[config.mk]
export PLATFORM = sky130hd
export DESIGN_NAME = tile_board_scheduler_flat
export DESIGN_NICKNAME = d
export VERILOG_FILES = /design/src/rtl/tile_board_scheduler_if.sv /design/src/rtl/tile_board_scheduler.sv /design/src/flat_wrapper.sv
export SDC_FILE = /design/constraint.sdc
export NUM_CORES = 2
export LEC_CHECK = 0
export CAP_MARGIN = 15
export CORE_AREA = 2 2 253 255
export CTS_CLUSTER_SIZE = 20
export DETAILED_ROUTE_END_ITERATION = 8
export DIE_AREA = 0 0 255 257
export MAX_ROUTING_LAYER = met4
export PLACE_DENSITY = 0.74
export SYNTH_ARGS = -nofsm -noshare
export SYNTH_HDL_FRONTEND = slang
export SYNTH_SLANG_ARGS = --single-unit
[constraint.sdc]
create_clock -name clk -period 4.23 [get_ports clk]
set_input_delay 0.6345 -clock clk [delete_from_list [all_inputs] [get_ports clk]]
set_output_delay 0.6345 -clock clk [all_outputs]
set_load 0.05 [all_outputs]
[src/rtl/tile_board_scheduler_if.sv]
// Handshake and video-lookup signals between game logic, the VGA timing
// generator and the tile board scheduler.
interface tile_board_scheduler_if;
  logic [9:0] VGA_row;
  logic [9:0] VGA_col;
  logic       wr_req;
  logic [3:0] wr_x;
  logic [4:0] wr_y;
  logic [2:0] wr_color;
  logic       wr_ack;
  logic       clear_req;
  logic       clear_ack;
  logic       tile_valid;
  logic [2:0] tile_color;
  logic       frame_start;
  logic       busy;
  logic       fifo_full;

  modport master (
    output VGA_row, VGA_col, wr_req, wr_x, wr_y, wr_color, clear_req,
    input  wr_ack, clear_ack, tile_valid, tile_color, frame_start, busy, fifo_full
  );

  modport slave (
    input  VGA_row, VGA_col, wr_req, wr_x, wr_y, wr_color, clear_req,
    output wr_ack, clear_ack, tile_valid, tile_color, frame_start, busy, fifo_full
  );
endinterface

[src/rtl/tile_board_scheduler.sv]
// 10x20 tile board: tile writes and clears are queued and committed only in
// vertical blanking; active video gets a registered per-pixel tile colour.
module tile_board_scheduler #(
  parameter int FIFO_DEPTH = 4,
  parameter int ORIGIN_ROW = 60,
  parameter int ORIGIN_COL = 240,
  parameter int TILE_H     = 20,
  parameter int TILE_W     = 16
) (
  input  logic                    clk,
  input  logic                    reset_n,
  tile_board_scheduler_if.slave   bus
);

  localparam int PW     = $clog2(FIFO_DEPTH);
  localparam int CW     = PW + 1;
  localparam int NTILES = 200;
  localparam logic [9:0] ROW_ORG = 10'(ORIGIN_ROW);
  localparam logic [9:0] COL_ORG = 10'(ORIGIN_COL);
  localparam logic [9:0] ROW_END = 10'(ORIGIN_ROW + 20 * TILE_H);
  localparam logic [9:0] COL_END = 10'(ORIGIN_COL + 10 * TILE_W);

  typedef enum logic [1:0] {
    ST_IDLE  = 2'd0,
    ST_CLEAR = 2'd1,
    ST_DRAIN = 2'd2
  } state_t;

  logic [2:0]    board_r [NTILES];
  logic [11:0]   fifo_r  [FIFO_DEPTH];
  logic [PW-1:0] rd_ptr_r, wr_ptr_r;
  logic [CW-1:0] count_r;
  logic          clear_pending_r;
  state_t        state_r, state_s;
  logic [7:0]    clr_addr_r;
  logic          vblank_d_r;
  logic          prev_480_r;
  logic          tile_valid_r;
  logic [2:0]    tile_color_r;

  logic          vblank_s, vb_start_s, full_s, push_s, pop_s, clr_ack_s;
  logic          clr_we_s, clr_enter_s;
  logic [3:0]    pop_x_s;
  logic [4:0]    pop_y_s;
  logic [2:0]    pop_c_s;
  logic          pop_ok_s;
  logic [7:0]    pop_addr_s;
  logic          inside_s;
  logic [9:0]    row_off_s, col_off_s;
  logic [4:0]    ty_s;
  logic [3:0]    tx_s;
  logic [7:0]    look_addr_s;

  assign vblank_s    = bus.VGA_row >= 10'd480;
  assign vb_start_s  = vblank_s && !vblank_d_r;
  assign full_s      = count_r == CW'(FIFO_DEPTH);
  assign push_s      = bus.wr_req && !full_s;
  assign clr_ack_s   = bus.clear_req && !clear_pending_r;
  assign clr_enter_s = (state_r == ST_IDLE) && (state_s == ST_CLEAR);

  assign bus.wr_ack      = push_s;
  assign bus.clear_ack   = clr_ack_s;
  assign bus.fifo_full   = full_s;
  assign bus.busy        = state_r != ST_IDLE;
  assign bus.frame_start = (bus.VGA_row == 10'd480) && !prev_480_r;
  assign bus.tile_valid  = tile_valid_r;
  assign bus.tile_color  = tile_color_r;

  assign pop_x_s    = fifo_r[rd_ptr_r][11:8];
  assign pop_y_s    = fifo_r[rd_ptr_r][7:3];
  assign pop_c_s    = fifo_r[rd_ptr_r][2:0];
  assign pop_ok_s   = (pop_x_s <= 4'd9) && (pop_y_s <= 5'd19);
  assign pop_addr_s = 8'(pop_y_s) * 8'd10 + 8'(pop_x_s);

  // Pixel-to-tile mapping; the address is forced to 0 outside the board
  assign inside_s    = (bus.VGA_row >= ROW_ORG) && (bus.VGA_row < ROW_END) &&
                       (bus.VGA_col >= COL_ORG) && (bus.VGA_col < COL_END);
  assign row_off_s   = bus.VGA_row - ROW_ORG;
  assign col_off_s   = bus.VGA_col - COL_ORG;
  assign ty_s        = 5'(row_off_s / 10'(TILE_H));
  assign tx_s        = 4'(col_off_s / 10'(TILE_W));
  assign look_addr_s = inside_s ? (8'(ty_s) * 8'd10 + 8'(tx_s)) : 8'd0;

  // Next-state and per-cycle commit strobes
  always_comb begin
    state_s  = state_r;
    clr_we_s = 1'b0;
    pop_s    = 1'b0;
    case (state_r)
      ST_IDLE: begin
        if (vb_start_s && clear_pending_r) begin
          state_s = ST_CLEAR;
        end else if (vb_start_s && (count_r != CW'(0))) begin
          state_s = ST_DRAIN;
        end else begin
          state_s = ST_IDLE;
        end
      end
      ST_CLEAR: begin
        clr_we_s = 1'b1;
        if (clr_addr_r == 8'd199) begin
          // A push landing in the final clear cycle is still drained this frame
          if ((count_r != CW'(0)) || push_s) begin
            state_s = ST_DRAIN;
          end else begin
            state_s = ST_IDLE;
          end
        end else begin
          state_s = ST_CLEAR;
        end
      end
      ST_DRAIN: begin
        if (vblank_s && (count_r != CW'(0))) begin
          pop_s = 1'b1;
          if ((count_r == CW'(1)) && !push_s) begin
            state_s = ST_IDLE;
          end else begin
            state_s = ST_DRAIN;
          end
        end else begin
          state_s = ST_IDLE;
        end
      end
      default: state_s = ST_IDLE;
    endcase
  end

  // State, clear sweep address, clear flag and vblank/row history
  always_ff @(posedge clk or negedge reset_n) begin
    if (!reset_n) begin
      state_r         <= ST_IDLE;
      clr_addr_r      <= 8'd0;
      clear_pending_r <= 1'b0;
      vblank_d_r      <= 1'b1;
      prev_480_r      <= 1'b1;
    end else begin
      state_r    <= state_s;
      vblank_d_r <= vblank_s;
      prev_480_r <= bus.VGA_row == 10'd480;
      if (state_r == ST_CLEAR) begin
        clr_addr_r <= (clr_addr_r == 8'd199) ? 8'd0 : clr_addr_r + 8'd1;
      end else begin
        clr_addr_r <= 8'd0;
      end
      if (clr_enter_s) begin
        clear_pending_r <= 1'b0;
      end else if (clr_ack_s) begin
        clear_pending_r <= 1'b1;
      end else begin
        clear_pending_r <= clear_pending_r;
      end
    end
  end

  // Write FIFO storage, pointers and occupancy
  always_ff @(posedge clk or negedge reset_n) begin
    if (!reset_n) begin
      for (int i = 0; i < FIFO_DEPTH; i++) fifo_r[i] <= 12'd0;
      rd_ptr_r <= PW'(0);
      wr_ptr_r <= PW'(0);
      count_r  <= CW'(0);
    end else begin
      if (push_s) begin
        fifo_r[wr_ptr_r] <= {bus.wr_x, bus.wr_y, bus.wr_color};
        wr_ptr_r         <= wr_ptr_r + PW'(1);
      end
      if (pop_s) begin
        rd_ptr_r <= rd_ptr_r + PW'(1);
      end
      case ({push_s, pop_s})
        2'b10:   count_r <= count_r + CW'(1);
        2'b01:   count_r <= count_r - CW'(1);
        default: count_r <= count_r;
      endcase
    end
  end

  // Board commits: clear sweep has priority, out-of-range pops are dropped
  always_ff @(posedge clk or negedge reset_n) begin
    if (!reset_n) begin
      for (int i = 0; i < NTILES; i++) board_r[i] <= 3'd0;
    end else if (clr_we_s) begin
      board_r[clr_addr_r] <= 3'd0;
    end else if (pop_s && pop_ok_s) begin
      board_r[pop_addr_s] <= pop_c_s;
    end
  end

  // Registered lookup result for the pixel mux
  always_ff @(posedge clk or negedge reset_n) begin
    if (!reset_n) begin
      tile_valid_r <= 1'b0;
      tile_color_r <= 3'd0;
    end else begin
      tile_valid_r <= inside_s;
      tile_color_r <= inside_s ? board_r[look_addr_s] : 3'd0;
    end
  end

endmodule

[src/flat_wrapper.sv]
// flat-port wrapper written by rule: the top's interface ports become plain ports
module tile_board_scheduler_flat 
#(
  parameter int FIFO_DEPTH = 4,
  parameter int ORIGIN_ROW = 60,
  parameter int ORIGIN_COL = 240,
  parameter int TILE_H     = 20,
  parameter int TILE_W     = 16
)
  (clk, reset_n, bus_VGA_row, bus_VGA_col, bus_wr_req, bus_wr_x, bus_wr_y, bus_wr_color, bus_clear_req, bus_wr_ack, bus_clear_ack, bus_tile_valid, bus_tile_color, bus_frame_start, bus_busy, bus_fifo_full);
  tile_board_scheduler_if bus_i ();
  input  logic clk;
  input  logic reset_n;
  input wire logic [$bits(bus_i.VGA_row)-1:0] bus_VGA_row;
  input wire logic [$bits(bus_i.VGA_col)-1:0] bus_VGA_col;
  input wire logic [$bits(bus_i.wr_req)-1:0] bus_wr_req;
  input wire logic [$bits(bus_i.wr_x)-1:0] bus_wr_x;
  input wire logic [$bits(bus_i.wr_y)-1:0] bus_wr_y;
  input wire logic [$bits(bus_i.wr_color)-1:0] bus_wr_color;
  input wire logic [$bits(bus_i.clear_req)-1:0] bus_clear_req;
  output wire logic [$bits(bus_i.wr_ack)-1:0] bus_wr_ack;
  output wire logic [$bits(bus_i.clear_ack)-1:0] bus_clear_ack;
  output wire logic [$bits(bus_i.tile_valid)-1:0] bus_tile_valid;
  output wire logic [$bits(bus_i.tile_color)-1:0] bus_tile_color;
  output wire logic [$bits(bus_i.frame_start)-1:0] bus_frame_start;
  output wire logic [$bits(bus_i.busy)-1:0] bus_busy;
  output wire logic [$bits(bus_i.fifo_full)-1:0] bus_fifo_full;
  assign bus_i.VGA_row = bus_VGA_row;
  assign bus_i.VGA_col = bus_VGA_col;
  assign bus_i.wr_req = bus_wr_req;
  assign bus_i.wr_x = bus_wr_x;
  assign bus_i.wr_y = bus_wr_y;
  assign bus_i.wr_color = bus_wr_color;
  assign bus_i.clear_req = bus_clear_req;
  assign bus_wr_ack = bus_i.wr_ack;
  assign bus_clear_ack = bus_i.clear_ack;
  assign bus_tile_valid = bus_i.tile_valid;
  assign bus_tile_color = bus_i.tile_color;
  assign bus_frame_start = bus_i.frame_start;
  assign bus_busy = bus_i.busy;
  assign bus_fifo_full = bus_i.fifo_full;
  tile_board_scheduler #(.FIFO_DEPTH(FIFO_DEPTH), .ORIGIN_ROW(ORIGIN_ROW), .ORIGIN_COL(ORIGIN_COL), .TILE_H(TILE_H), .TILE_W(TILE_W)) u_core (.clk(clk), .reset_n(reset_n), .bus(bus_i));
endmodule
==> qor.yml <==
finalHoldViolCount: 0
finalSetupViolCount: 3
grt_max_degree: 120
yosys_warnings: 0
synth_top_area_cell: "dfrtp_1"
power_leakage_nw: 17.7
worstSetupPathType: "in -> reg"
fmax_mhz: 189
gp_congestion: 1.07
fin_util: 0.720
status: "finished, violations left"
p_switching_mw: 7.48
ys_async_sr_fraction: 1.00
syn_inst: 3655
synthTopCellsByArea: "dfrtp_1 (46%), mux2i_1 (14%), o21ai_0 (9.1%), nand2_1 (2.9%), nand3_1 (2.9%)"
startpoint_type: "primary input"
fillers: 4460
drc: 0
fin_cells: 4942
yosys.area.top_type_share: 0.465
cap_viol_max_count: 0
seq_power_share: 0.329
synth_seq_area_share: 0.466
skew_ns: 0.0253
clockPowerShare: 0.313
arrival_ns: 5.79
vias: 34300
cts_made_buffers: 73
drive_gt1_frac: 0.249
relSlewSlack: 0.298
via_per_inst: 6.94
ir_drop_v: 0.000623
area_growth_pct: 25.3
drtAntennaViolNets: 0
synth-edff-count: 0
worst_slack_ns: -1.05
worstPathMaxFanout: 6
dp_cells: 4764
drtPass1Iterations: 9
cts.path.max_buffers: 3
hold_depth: 4
p_int_mw: 13.3
hpwlAfterDp_microns: 94600
coreArea_sq_um: 62700
grt_usage: 0.441
swShare: 0.359
grt_overflow_total: 0
endpoint_kind: "flop"
io_buffers: 40
cts_root_buffer: "clkbuf_16"
finalCriticalPeriod_ns: 5.28
preCtsSetupSlack_ns: -2.66
dr.first_iter.drc_count: 5222
num_rows: 92
insertion_delay_ns: 0.65
cp.required_ns: 4.74
combPwrFrac: 0.358
die-area_sq_um: 65500
yosys.cell_count.top_type: "dfrtp_1"
hold_class: "in -> reg"
die_y_microns: 257
ios: 45
antenna_found_initial: 4
avgSynthCellArea_sq_um: 9.87
slew_violations: 0
synth.top_cells.by_count: "dfrtp_1 (670), o21ai_0 (659), mux2i_1 (507)"
clkSinkCount: 672
fin_nets: 4116
ys_ff_latch: 672
cts_tree: "built"
multi_input_area_sq_um: 19200
grt_pass1_wl_microns: 210000
wirelength_microns: 142000
synth_nets: 3730
synth_ff_type: "dfrtp_1"
reg2reg_depth: 14
tns_ns: -2.98
die_x_microns: 255
regArea_sq_um: 16800
max_slew.worst_pin.slew_ns: 1.05
path_clk_slew_ns: 0.06
violations: "negative setup slack"
htreeDepth: 3
syn_area_sq_um: 36100
finalCritPeriodShare: 1.25
power_density_nw_per_um2: 461
grt_pass1_vias: 33600
start_util: 0.575
synth.distinct_cells: 90
wl_per_cell_microns: 28.8
rsz0062_at_grt: "true"
## power by group through the flow
stage / registers (mW) / clock network (mW) / logic [mW]
after detailed placement: 6.95 / 0 / 6.40
final: 6.84 / 6.53 / 7.46
after global routing: 6.87 / 6.81 / 7.67
after global placement: 6.92 / 0 / 6.28
after floorplan: 6.91 / 0 / 3.11
after CTS: 6.84 / 6.54 / 6.67
## logic make-up (layout without fill, tap and decap cells)
| family | Yosys count | count (layout) | synth area share |
|---|---|---|---|
| compound gates | 1110 | 1110 | 0.190 |
| xor+xnor | 36 | 36 | 0.00874 |
| fa+ha+maj | 40 | 40 | 0.0146 |
| buf+inv | 344 | 781 | 0.0391 |
| flops | 672 | 672 | 0.466 |
| mux | 586 | 586 | 0.169 |
| other cells | 0 | 4 | 0 |
| simple gates | 867 | 867 | 0.112 |
## worst paths after layout
| kind | slack, ns | start | to |
|---|---|---|---|
| hold / removal | 0.45 | bus_VGA_row[5] | u_core.prev_480_r |
| setup reg to reg | 0.08 | u_core.rd_ptr_r[0] | u_core.board_r[105] |
| hold reg to reg | 0.50 | u_core.board_r[265] | u_core.board_r[265] |
| setup / recovery | -1.05 | bus_VGA_row[3] | u_core.bus.tile_color[1] |
| min in group asynchronous | 0.58 | reset_n | u_core.board_r[581] |
| max in group asynchronous | 2.29 | reset_n | u_core.rd_ptr_r[0] |
## state kept, by name (all words and copies together), names as in the netlist
register and count:
u_core.board_r 600, u_core.bus.tile_color 3, u_core.bus.tile_valid 1, u_core.clear_pending_r 1, u_core.clr_addr_r 8, u_core.count_r 3, u_core.fifo_r 48, u_core.prev_480_r 1
u_core.rd_ptr_r 2, u_core.state_r 2, u_core.vblank_d_r 1, u_core.wr_ptr_r 2
## final cells by class
cell class | count | area share
Multi-Input combinational cell | 2639 | 0.425
Sequential cell | 672 | 0.372
Timing Repair Buffer | 622 | 0.123
Clock buffer | 110 | 0.0478
Tap cell | 846 | 0.0234
Clock inverter | 16 | 0.00526
Inverter | 33 | 0.00288
Antenna cell | 4 | 0.000222
## routing by layer
metal | up-vias | GRT usage | wire length, microns
li1 | 14200 | - | -
met1 | 16900 | 0.574 | 53300
met2 | 2602 | 0.624 | 60700
met3 | 608 | 0.124 | 18500
met4 | 0 | 0.234 | 9510
met5 | - | - | 0
## through the flow
stage	cell area (sq um)	hold WS [ns]	total power, mW
finish	45200	0.448	20.8
global route	45200	0.461	21.4
CTS	44100	0.447	20.0
detailed placement	41100	0.488	13.4
global placement	41100	0.477	13.2
floorplan	36400	0.339	10.0
## placed cells by master, fill, tap and decap left out, types with 27 or more instances in the layout
cell,count
nor2_2,49
clkdlybuf4s50_1,31
buf_6,30
dfrtp_1,669
buf_4,496
nand2_1,274
nand3_1,203
nor2_1,140
nor2b_1,27
clkbuf_16,78
ha_1,27
o21ai_0,642
buf_12,49
a221oi_1,47
mux2_2,66
mux2i_1,503
o221ai_1,40
a21oi_1,85
## timing repair
action                                  CTS  global route
hold buffers                              1             0
pin swaps                                40            56
hold endpoints to repair                 27             0
gates resized for setup                 124           178
endpoints found under the setup margin  292           342
cloned                                    1             3
setup buffers                            21            27
## worst max-delay path: stages
cell      delay (ns)
buf_8           0.10
ha_4            0.16
and3_4          0.17
mux2i_4         0.22
buf_6           0.14
a221oi_4        0.30
o32ai_4         0.15
buf_4           0.16
and2_4          0.13
o21a_1          0.16
or4_4           0.56
ha_4            0.29
ha_4            0.13
inv_2           0.03
fa_2            0.60
buf_6           0.14
xor2_4          0.31
or3_4           0.26
a311oi_1        0.09
a22o_1          0.26
or4b_1          0.53
a32o_1          0.26
No activity file was read; power rests on OpenSTA's default activity.
